## src/rtl/gray2rgb_pkg.sv

```systemverilog
// rtl/gray2rgb_pkg.sv - shared mode, segment and channel constants for gray2rgb
//
// Contents:
//   mode_e      : output colour mode (MODE_GRAY replicate, MODE_HEAT heatmap)
//   SEG_B1..3   : gray8 thresholds that split the heatmap into four ramps
//   R/G/B_LSB   : byte offsets of each channel inside the 24-bit output word
//   stage_a_t   : payload held between the clamp stage and the colour stage
package gray2rgb_pkg;

  typedef enum logic {
    MODE_GRAY = 1'b0,
    MODE_HEAT = 1'b1
  } mode_e;

  localparam logic [7:0] SEG_B1 = 8'd64;
  localparam logic [7:0] SEG_B2 = 8'd128;
  localparam logic [7:0] SEG_B3 = 8'd192;

  localparam int R_LSB = 0;
  localparam int G_LSB = 8;
  localparam int B_LSB = 16;

  typedef struct packed {
    logic [7:0] gray8;
    mode_e      mode;
    logic       tuser;
    logic       tlast;
  } stage_a_t;

endpackage

```

## src/rtl/gray2rgb_axis_skid_buf.sv

```systemverilog
// rtl/gray2rgb_axis_skid_buf.sv - one-entry input skid buffer with registered ready
//
// Ports:
//   pixel_clk, rst_n                    : clock, async active-low reset
//   s_axis_tvalid/tready/tdata/tuser/tlast : upstream stream (tready registered)
//   m_axis_tvalid/tready/tdata/tuser/tlast : downstream side; m_axis_tready is the
//                                           consumer's advance enable
// The downstream side is a pass-through of the live input while the skid is
// empty, so an unstalled beat adds no latency here.
module axis_skid_buf #(
  parameter int WIDTH = 8
) (
  input  logic             pixel_clk,
  input  logic             rst_n,
  input  logic             s_axis_tvalid,
  output logic             s_axis_tready,
  input  logic [WIDTH-1:0] s_axis_tdata,
  input  logic             s_axis_tuser,
  input  logic             s_axis_tlast,
  output logic             m_axis_tvalid,
  input  logic             m_axis_tready,
  output logic [WIDTH-1:0] m_axis_tdata,
  output logic             m_axis_tuser,
  output logic             m_axis_tlast
);

  logic             skid_full;
  logic             skid_full_nxt;
  logic             s_ready_q;
  logic             in_fire;
  logic [WIDTH-1:0] skid_tdata;
  logic             skid_tuser;
  logic             skid_tlast;

  assign s_axis_tready = s_ready_q;
  assign in_fire       = s_axis_tvalid && s_ready_q;

  // A full skid always wins so that the older beat leaves first.
  assign m_axis_tvalid = skid_full || in_fire;
  assign m_axis_tdata  = skid_full ? skid_tdata : s_axis_tdata;
  assign m_axis_tuser  = skid_full ? skid_tuser : s_axis_tuser;
  assign m_axis_tlast  = skid_full ? skid_tlast : s_axis_tlast;

  // While full, ready is low, so no new beat can arrive in the same cycle.
  always_comb begin
    skid_full_nxt = skid_full ? !m_axis_tready : (in_fire && !m_axis_tready);
  end

  always_ff @(posedge pixel_clk or negedge rst_n) begin
    if (!rst_n) begin
      skid_full  <= 1'b0;
      s_ready_q  <= 1'b0;
      skid_tdata <= '0;
      skid_tuser <= 1'b0;
      skid_tlast <= 1'b0;
    end else begin
      skid_full <= skid_full_nxt;
      s_ready_q <= !skid_full_nxt;
      if (!skid_full && in_fire && !m_axis_tready) begin
        skid_tdata <= s_axis_tdata;
        skid_tuser <= s_axis_tuser;
        skid_tlast <= s_axis_tlast;
      end
    end
  end

endmodule

```

## src/rtl/gray2rgb.sv

```systemverilog
// rtl/gray2rgb.sv - gray AXI-Stream to 24-bit RGB (replicate or heatmap) with backpressure
//
// Ports:
//   pixel_clk, rst_n      : clock, async active-low reset
//   s_axis_tvalid/tready  : input handshake (tready registered, low in reset)
//   s_axis_tdata          : unsigned gray sample, DATA_WIDTH bits, clamped to 255
//   s_axis_tuser/tlast    : start of frame / end of line
//   sel_way               : mode request, taken only on an accepted tuser beat
//   m_axis_tvalid/tready  : output handshake
//   m_axis_tdata          : {B, G, R}
//   m_axis_tuser/tlast    : frame/line markers aligned with their pixel
// Pipeline: skid -> stage A (clamp, mode) -> stage B (colour map, outputs).
module gray2rgb #(
  parameter int DATA_WIDTH = 10
) (
  input  logic                  pixel_clk,
  input  logic                  rst_n,
  input  logic                  s_axis_tvalid,
  output logic                  s_axis_tready,
  input  logic [DATA_WIDTH-1:0] s_axis_tdata,
  input  logic                  s_axis_tuser,
  input  logic                  s_axis_tlast,
  input  logic                  sel_way,
  output logic                  m_axis_tvalid,
  input  logic                  m_axis_tready,
  output logic [23:0]           m_axis_tdata,
  output logic                  m_axis_tuser,
  output logic                  m_axis_tlast
);

  import gray2rgb_pkg::*;

  logic                  ce;
  logic                  in_fire;
  mode_e                 mode_q;
  mode_e                 beat_mode;

  logic                  sk_tvalid;
  logic [DATA_WIDTH:0]   sk_tdata;
  logic                  sk_tuser;
  logic                  sk_tlast;
  logic [DATA_WIDTH-1:0] sk_gray;
  logic [7:0]            gray8;

  logic                  a_valid;
  stage_a_t              a_q;
  logic [7:0]            ramp;
  logic [23:0]           rgb_nxt;

  assign ce      = m_axis_tready || !m_axis_tvalid;
  assign in_fire = s_axis_tvalid && s_axis_tready;

  // The mode is resolved when the beat is accepted and then rides with the
  // beat, so a beat parked in the skid keeps the mode it arrived under.
  assign beat_mode = s_axis_tuser ? mode_e'(sel_way) : mode_q;

  always_ff @(posedge pixel_clk or negedge rst_n) begin
    if (!rst_n) begin
      mode_q <= MODE_GRAY;
    end else if (in_fire && s_axis_tuser) begin
      mode_q <= mode_e'(sel_way);
    end
  end

  axis_skid_buf #(
    .WIDTH(DATA_WIDTH + 1)
  ) u_skid (
    .pixel_clk     (pixel_clk),
    .rst_n         (rst_n),
    .s_axis_tvalid (s_axis_tvalid),
    .s_axis_tready (s_axis_tready),
    .s_axis_tdata  ({beat_mode, s_axis_tdata}),
    .s_axis_tuser  (s_axis_tuser),
    .s_axis_tlast  (s_axis_tlast),
    .m_axis_tvalid (sk_tvalid),
    .m_axis_tready (ce),
    .m_axis_tdata  (sk_tdata),
    .m_axis_tuser  (sk_tuser),
    .m_axis_tlast  (sk_tlast)
  );

  assign sk_gray = sk_tdata[DATA_WIDTH-1:0];
  assign gray8   = (sk_gray > DATA_WIDTH'(255)) ? 8'hFF : sk_gray[7:0];

  // Stage A: clamp and mode select.
  always_ff @(posedge pixel_clk or negedge rst_n) begin
    if (!rst_n) begin
      a_valid <= 1'b0;
      a_q     <= '0;
    end else if (ce) begin
      a_valid <= sk_tvalid;
      if (sk_tvalid) begin
        a_q.gray8 <= gray8;
        a_q.mode  <= mode_e'(sk_tdata[DATA_WIDTH]);
        a_q.tuser <= sk_tuser;
        a_q.tlast <= sk_tlast;
      end
    end
  end

  // Each heatmap segment is 64 codes wide, so the in-segment offset times 4
  // is just the low six bits shifted up; its maximum of 252 cannot overflow.
  assign ramp = {a_q.gray8[5:0], 2'b00};

  always_comb begin
    rgb_nxt = '0;
    if (a_q.mode == MODE_GRAY) begin
      rgb_nxt[R_LSB +: 8] = a_q.gray8;
      rgb_nxt[G_LSB +: 8] = a_q.gray8;
      rgb_nxt[B_LSB +: 8] = a_q.gray8;
    end else if (a_q.gray8 < SEG_B1) begin
      rgb_nxt[G_LSB +: 8] = ramp;
      rgb_nxt[B_LSB +: 8] = 8'hFF;
    end else if (a_q.gray8 < SEG_B2) begin
      rgb_nxt[G_LSB +: 8] = 8'hFF;
      rgb_nxt[B_LSB +: 8] = 8'hFF - ramp;
    end else if (a_q.gray8 < SEG_B3) begin
      rgb_nxt[R_LSB +: 8] = ramp;
      rgb_nxt[G_LSB +: 8] = 8'hFF;
    end else begin
      rgb_nxt[R_LSB +: 8] = 8'hFF;
      rgb_nxt[G_LSB +: 8] = 8'hFF - ramp;
    end
  end

  // Stage B: output registers; they only move on ce, which keeps a presented
  // beat stable until the consumer takes it.
  always_ff @(posedge pixel_clk or negedge rst_n) begin
    if (!rst_n) begin
      m_axis_tvalid <= 1'b0;
      m_axis_tdata  <= '0;
      m_axis_tuser  <= 1'b0;
      m_axis_tlast  <= 1'b0;
    end else if (ce) begin
      m_axis_tvalid <= a_valid;
      if (a_valid) begin
        m_axis_tdata <= rgb_nxt;
        m_axis_tuser <= a_q.tuser;
        m_axis_tlast <= a_q.tlast;
      end
    end
  end

endmodule

```

## config.mk

```make
export PLATFORM = sky130hd
export DESIGN_NAME = gray2rgb
export DESIGN_NICKNAME = d
export VERILOG_FILES = /design/src/rtl/gray2rgb_pkg.sv /design/src/rtl/gray2rgb_axis_skid_buf.sv /design/src/rtl/gray2rgb.sv
export SDC_FILE = /design/constraint.sdc
export NUM_CORES = 1
export LEC_CHECK = 0
export ABC_AREA = 1
export BUFFER_PORTS_ARGS = -buffer_cell sky130_fd_sc_hd__buf_2
export CORE_AREA = 10 10 103 78
export CTS_BUF_LIST = sky130_fd_sc_hd__clkbuf_8
export CTS_CLUSTER_DIAMETER = 40
export CTS_CLUSTER_SIZE = 8
export DETAILED_ROUTE_END_ITERATION = 8
export DIE_AREA = 0 0 113 88
export SLEW_MARGIN = 20
export SYNTH_ARGS = -nofsm -noshare
export SYNTH_HDL_FRONTEND = slang
export SYNTH_SLANG_ARGS = --single-unit
```

## constraint.sdc

```tcl
create_clock -name pixel_clk -period 1.2 [get_ports pixel_clk]
set_input_delay 0.18 -clock pixel_clk [delete_from_list [all_inputs] [get_ports pixel_clk]]
set_output_delay 0.18 -clock pixel_clk [all_outputs]
set_load 0.02 [all_outputs]
```

Word level (Yosys, flattened, before mapping)
Index checks and enable logic that the tools add are counted.
{"block": "word_totals", "word_cells": 46, "output_inout_bits": 28, "regBits": 55, "input_bits": 17}
{"block": "classes", "magnitude_cmp": 4, "reduce_logical": 13, "muxes": 13, "n_addsub": 1}
{"cell": "2-to-1 mux 8 bit", "count": 5}
{"cell": "2-to-1 mux 16 bit", "count": 2}
{"cell": "2-to-1 mux 24 bit", "count": 1}
{"cell": "less-than comparator 8 bit, second input constant", "count": 2}
{"cell": "2-to-1 mux 11 bit", "count": 1}
{"cell": "> comparator 10 x 8 -> 1 bit, second input constant", "count": 1}
{"cell": "less-than comparator 8 x 7 -> 1 bit, second input constant", "count": 1}
{"cell": "subtractor 8 bit, first input constant", "count": 1}
{"cell": "logical AND 1 bit", "count": 5}
{"cell": "logical NOT 1 bit", "count": 4}
{"cell": "2-to-1 mux 1 bit", "count": 4}
{"cell": "AND reduction 2 bit", "count": 2}
{"cell": "logical OR 1 bit", "count": 2}

Logic depth before layout (Yosys ltp)
{"block": "depth", "word_depth": 6, "ltp_mapped": 8, "ltp_nobuf": 6}

Hierarchy
Synthesis repeated with hierarchy kept, for this count alone.
{"block": "hier_totals", "cells_unflattened": 355, "area_unflattened_um2": 2650.0}
{"mod": "gray2rgb", "area_each_um2": 1881.8, "instances": 1, "seq_area_each_um2": 1001.0, "cells_per_inst": 249}
{"mod": "axis_skid_buf", "area_each_um2": 768.2, "instances": 1, "seq_area_each_um2": 375.4, "cells_per_inst": 106}

Least setup slack after synthesis
OpenSTA, ideal clock, no wires.
{"block": "synth_timing", "path_type": "reg2reg", "startpoint": "reg m_axis_tvalid", "endpoint": "reg u_skid.skid_tdata[8]", "t_required_ps": 1079, "path_stages_with_launch": 7, "slack_ps": 12, "period_less_slack_ps": 1188, "n_path_buf": 1, "setup_time_ps": 121, "t_arrival_ps": 1067, "path_cell_list": "dfrtp_1 > nand2_4 > inv_2 > nand3_4 > buf_6 > nand2_1 > o21ai_1"}
{"block": "synth_between", "elab_chain_len": 4}
{"element": "start, declared", "line_no": "gray2rgb.sv:24", "rtl": "output logic m_axis_tvalid,"}
{"element": "start signal, assigned", "line_no": "gray2rgb.sv:135", "rtl": "m_axis_tvalid <= a_valid;"}
{"element": "logical NOT 1 bit", "line_no": "gray2rgb.sv:50", "rtl": "assign ce = m_axis_tready || !m_axis_tvalid;"}
{"element": "logical OR 1 bit", "line_no": "gray2rgb.sv:50"}
{"element": "logical NOT 1 bit", "line_no": "gray2rgb_axis_skid_buf.sv:59", "rtl": "if (!skid_full && in_fire && !m_axis_tready) begin"}
{"element": "logical AND 1 bit", "line_no": "gray2rgb_axis_skid_buf.sv:59"}
{"element": "end signal, assigned", "line_no": "gray2rgb_axis_skid_buf.sv:60", "rtl": "skid_tdata <= s_axis_tdata;"}
{"element": "end, declared", "line_no": "gray2rgb_axis_skid_buf.sv:31", "rtl": "logic [WIDTH-1:0] skid_tdata;"}
Every way passes these cells.
A chain may end at the register's enable or synchronous reset.

Final worst setup path
{"block": "layout_timing", "startpoint": "reg m_axis_tvalid", "endpoint": "reg m_axis_tdata[13]"}
{"block": "layout_between", "elab_chain_len": 3}
{"element": "logical NOT 1 bit", "line_no": "gray2rgb.sv:50"}
{"element": "logical OR 1 bit", "line_no": "gray2rgb.sv:50"}
{"element": "AND reduction 2 bit (no source line)"}
{"element": "end signal, assigned", "line_no": "gray2rgb.sv:137", "rtl": "m_axis_tdata <= rgb_nxt;"}
{"element": "end, declared", "line_no": "gray2rgb.sv:26", "rtl": "output logic [23:0] m_axis_tdata,"}
Every way passes these cells.

==> metrics <==
number of remaining DRC errors 0; share of layout cells above drive strength 1 0.273; VDD IR max 1.20 mV; vias in the first global route 2,155; WHS 104 ps; GR Overflow Total 0; DR WL/cell 13.2 um; port bufs 44; Non-Filler Instances 489; post-route setup slack 29.0 ps; htree depth 2; Area growth, synth to finish 26.5%; fin area 3360 um^2; WP data required 1420 ps; wire length of the first global-routing pass 10,200 um; TritonCTS buffer count 5; placed cells 470; final hold vios 0; synthesized cell area 2650 um^2; Die ar. 9940 um^2; #FFs+latches synth 55; measured slew at the worst slew-check pin 298 ps; GRT Util Overall 0.126; most numerous cell in the Yosys netlist nand2_1; initial antenna violation count 0; power density over the cells 2530 nW/um^2; Avg Inst Size Synth 7.67 um^2; multi-input logic area 1130 um^2; Crit. End Element flop; Startpoint Class flop; Clk Latency, worst-skew pair 320 ps; nets 427; # rows 24; CP max-delay cell dfrtp_2; Setup TNS 0 ps; Setup violations, final 0; Post-DP HPWL 4300 um; CTS root buf clkbuf_8; max reg flops 24; Post-Route WL 6430 um; Max Fanout on Critical Path 7; Pleak 1.77 nW; Crit. path cell count 5; max-cap violations 0; YS warnings 0; sw frac 0.435; clk sink count 55; R2R cell count 5; Clock Skews 8.89 ps; CTS tree done; Final ANT Viol Nets 0; Synth area leader dfrtp_1; Seq pwr share 0.379; fin crit period 1170 ps; WS Path Type flop to flop; CTS Buffer Depth 2; worst hold path type primary input to flop; via count 2,278; largest net degree at the start of global routing 56; cells along the critical path a21oi_4 > buf_12 > nand2_4 > nor2_4 > nor2_1; Crit path arrival time 1390 ps; worst reg2reg setup slack 30 ps; placed inst area 3020 um^2; number of synthesized flops with an enable pin 0; Final Max Slew Viols 0; Final Util 0.556; most instantiated cells after synthesis 136 x nand2_1, 55 x dfrtp_1, 40 x nor2_1; fin crit share 0.976; Crit path buffers/inverters 1; Initial Utilization 0.439; die span in y 88 um; Place WS 24.2 ps; GPL Wtd Cong 0.783; IO Count 45; drt via density 4.66; Ant. Diodes 0; Synth Instances 346; top post-synthesis cells by area dfrtp_1 52%, nand2_1 19%, nor2_1 5.7%; fill count 564; syn_nets 363; drt pass-1 iters 4; Worst-path clk slew 100 ps; CP delay by family, top flip-flops; Comb pwr share 0.488; Final Power 8.49 mW; Worst Hold Endpoint u_skid.skid_tdata[9]; Slew Limit Headroom 0.802; Synth top area share 0.519; slowest stage delay, CP 450 ps; f_max 854 MHz; unique cell type count in the Yosys netlist 23; worst reg2reg startpoint m_axis_tvalid; r2r endpoint m_axis_tdata[13]; dominant synthesized flop cell dfrtp_1; asr flop ratio synth 1.00; Core Area 6040 um^2; Top Registers m_axis_tdata x24, a_q x11, u_skid.skid_tdata x11; register area 1380 um^2; Largest Register m_axis_tdata; sequential-to-total area share from yosys stat 0.519; Horiz. Die Dim 113 um; min-delay src s_axis_tdata[9]; run status completed; initial DRC count 135; RSZ-0062 raised after global routing yes; clock group share of total power 0.133; switching pwr 3.69 mW; internal power 4.79 mW; Hold Path Stages 3
## final cells by class
type	count	share of cell area
Tap cell	78	0.0291
Inverter	37	0.0440
Sequential cell	55	0.411
Timing Repair Buffer	69	0.148
Multi-Input combinational cell	241	0.336
Clock inverter	1	0.00112
Timing Repair inverter	1	0.00149
Clock buffer	7	0.0287
## worst register-to-register path: cells and delay by family, from the launching register on
family          cells  cell delay (ps)
flops               1              450
buf+inv             1              170
compound gates      1              260
simple gates        3              190
## power groups by stage
stage	combinational (mW)	sequential (mW)	clock [mW]
2_1_floorplan	2.00	3.68	0
3_3_place_gp	3.61	3.21	0
3_5_place_dp	3.66	3.22	0
4_1_cts	3.67	3.19	1.16
5_1_grt	4.68	3.35	1.25
6_report	4.14	3.22	1.13
## cell usage in the layout (no fill, tap or decap), types with 2 or more instances in the layout
cell and instances:
o21ai_2 3, o21ai_0 14, nand2_4 5, buf_12 3
nand2_2 5, a21oi_1 8, nor2_1 35, a21oi_2 2
nor2_4 3, nand3_2 2, clkbuf_16 2, o21ai_1 20
clkbuf_8 7, buf_6 4, nor2_2 3, nand3_1 6
buf_4 15, dfrtp_1 53, nand3_4 2, nand2_1 129
inv_1 30, inv_2 6, buf_2 44, dfrtp_2 2
## worst max-delay path by stage
stage                startpoint                   end  slack, ps
6_report          m_axis_tvalid      m_axis_tdata[13]         30
3_5_place_dp      m_axis_tready     u_skid.skid_tlast         20
5_1_grt           m_axis_tvalid      m_axis_tdata[15]        -30
4_1_cts        u_skid.skid_full                a_q[4]         10
2_1_floorplan     m_axis_tvalid  u_skid.skid_tdata[8]         10
3_3_place_gp   u_skid.skid_full                a_q[4]         30
## cells by family (layout without fill, tap and decap cells)
logic type      Yosys count  in the layout  synth area share
compound gates           48             48            0.0948
buf+inv                  51            115            0.0939
simple gates            192            193             0.292
flops                    55             55             0.519
## per-layer routing
| layer | wire (um) | global-route usage | up-vias |
|---|---|---|---|
| met3 | 359 | 0.0540 | 7 |
| met4 | 66 | 0.0276 | 0 |
| met2 | 2650 | 0.176 | 44 |
| met1 | 3360 | 0.174 | 1038 |
| met5 | 0 | 0 | - |
| li1 | - | - | 1189 |
## repair_timing
action / in CTS / in global routing
hold endpoints to repair: 55 / 0
gates resized for setup: 0 / 44
hold buffers: 1 / 0
setup buffers: 0 / 6
endpoints found under the setup margin: 0 / 42
Power figures use the tool's default switching activity.
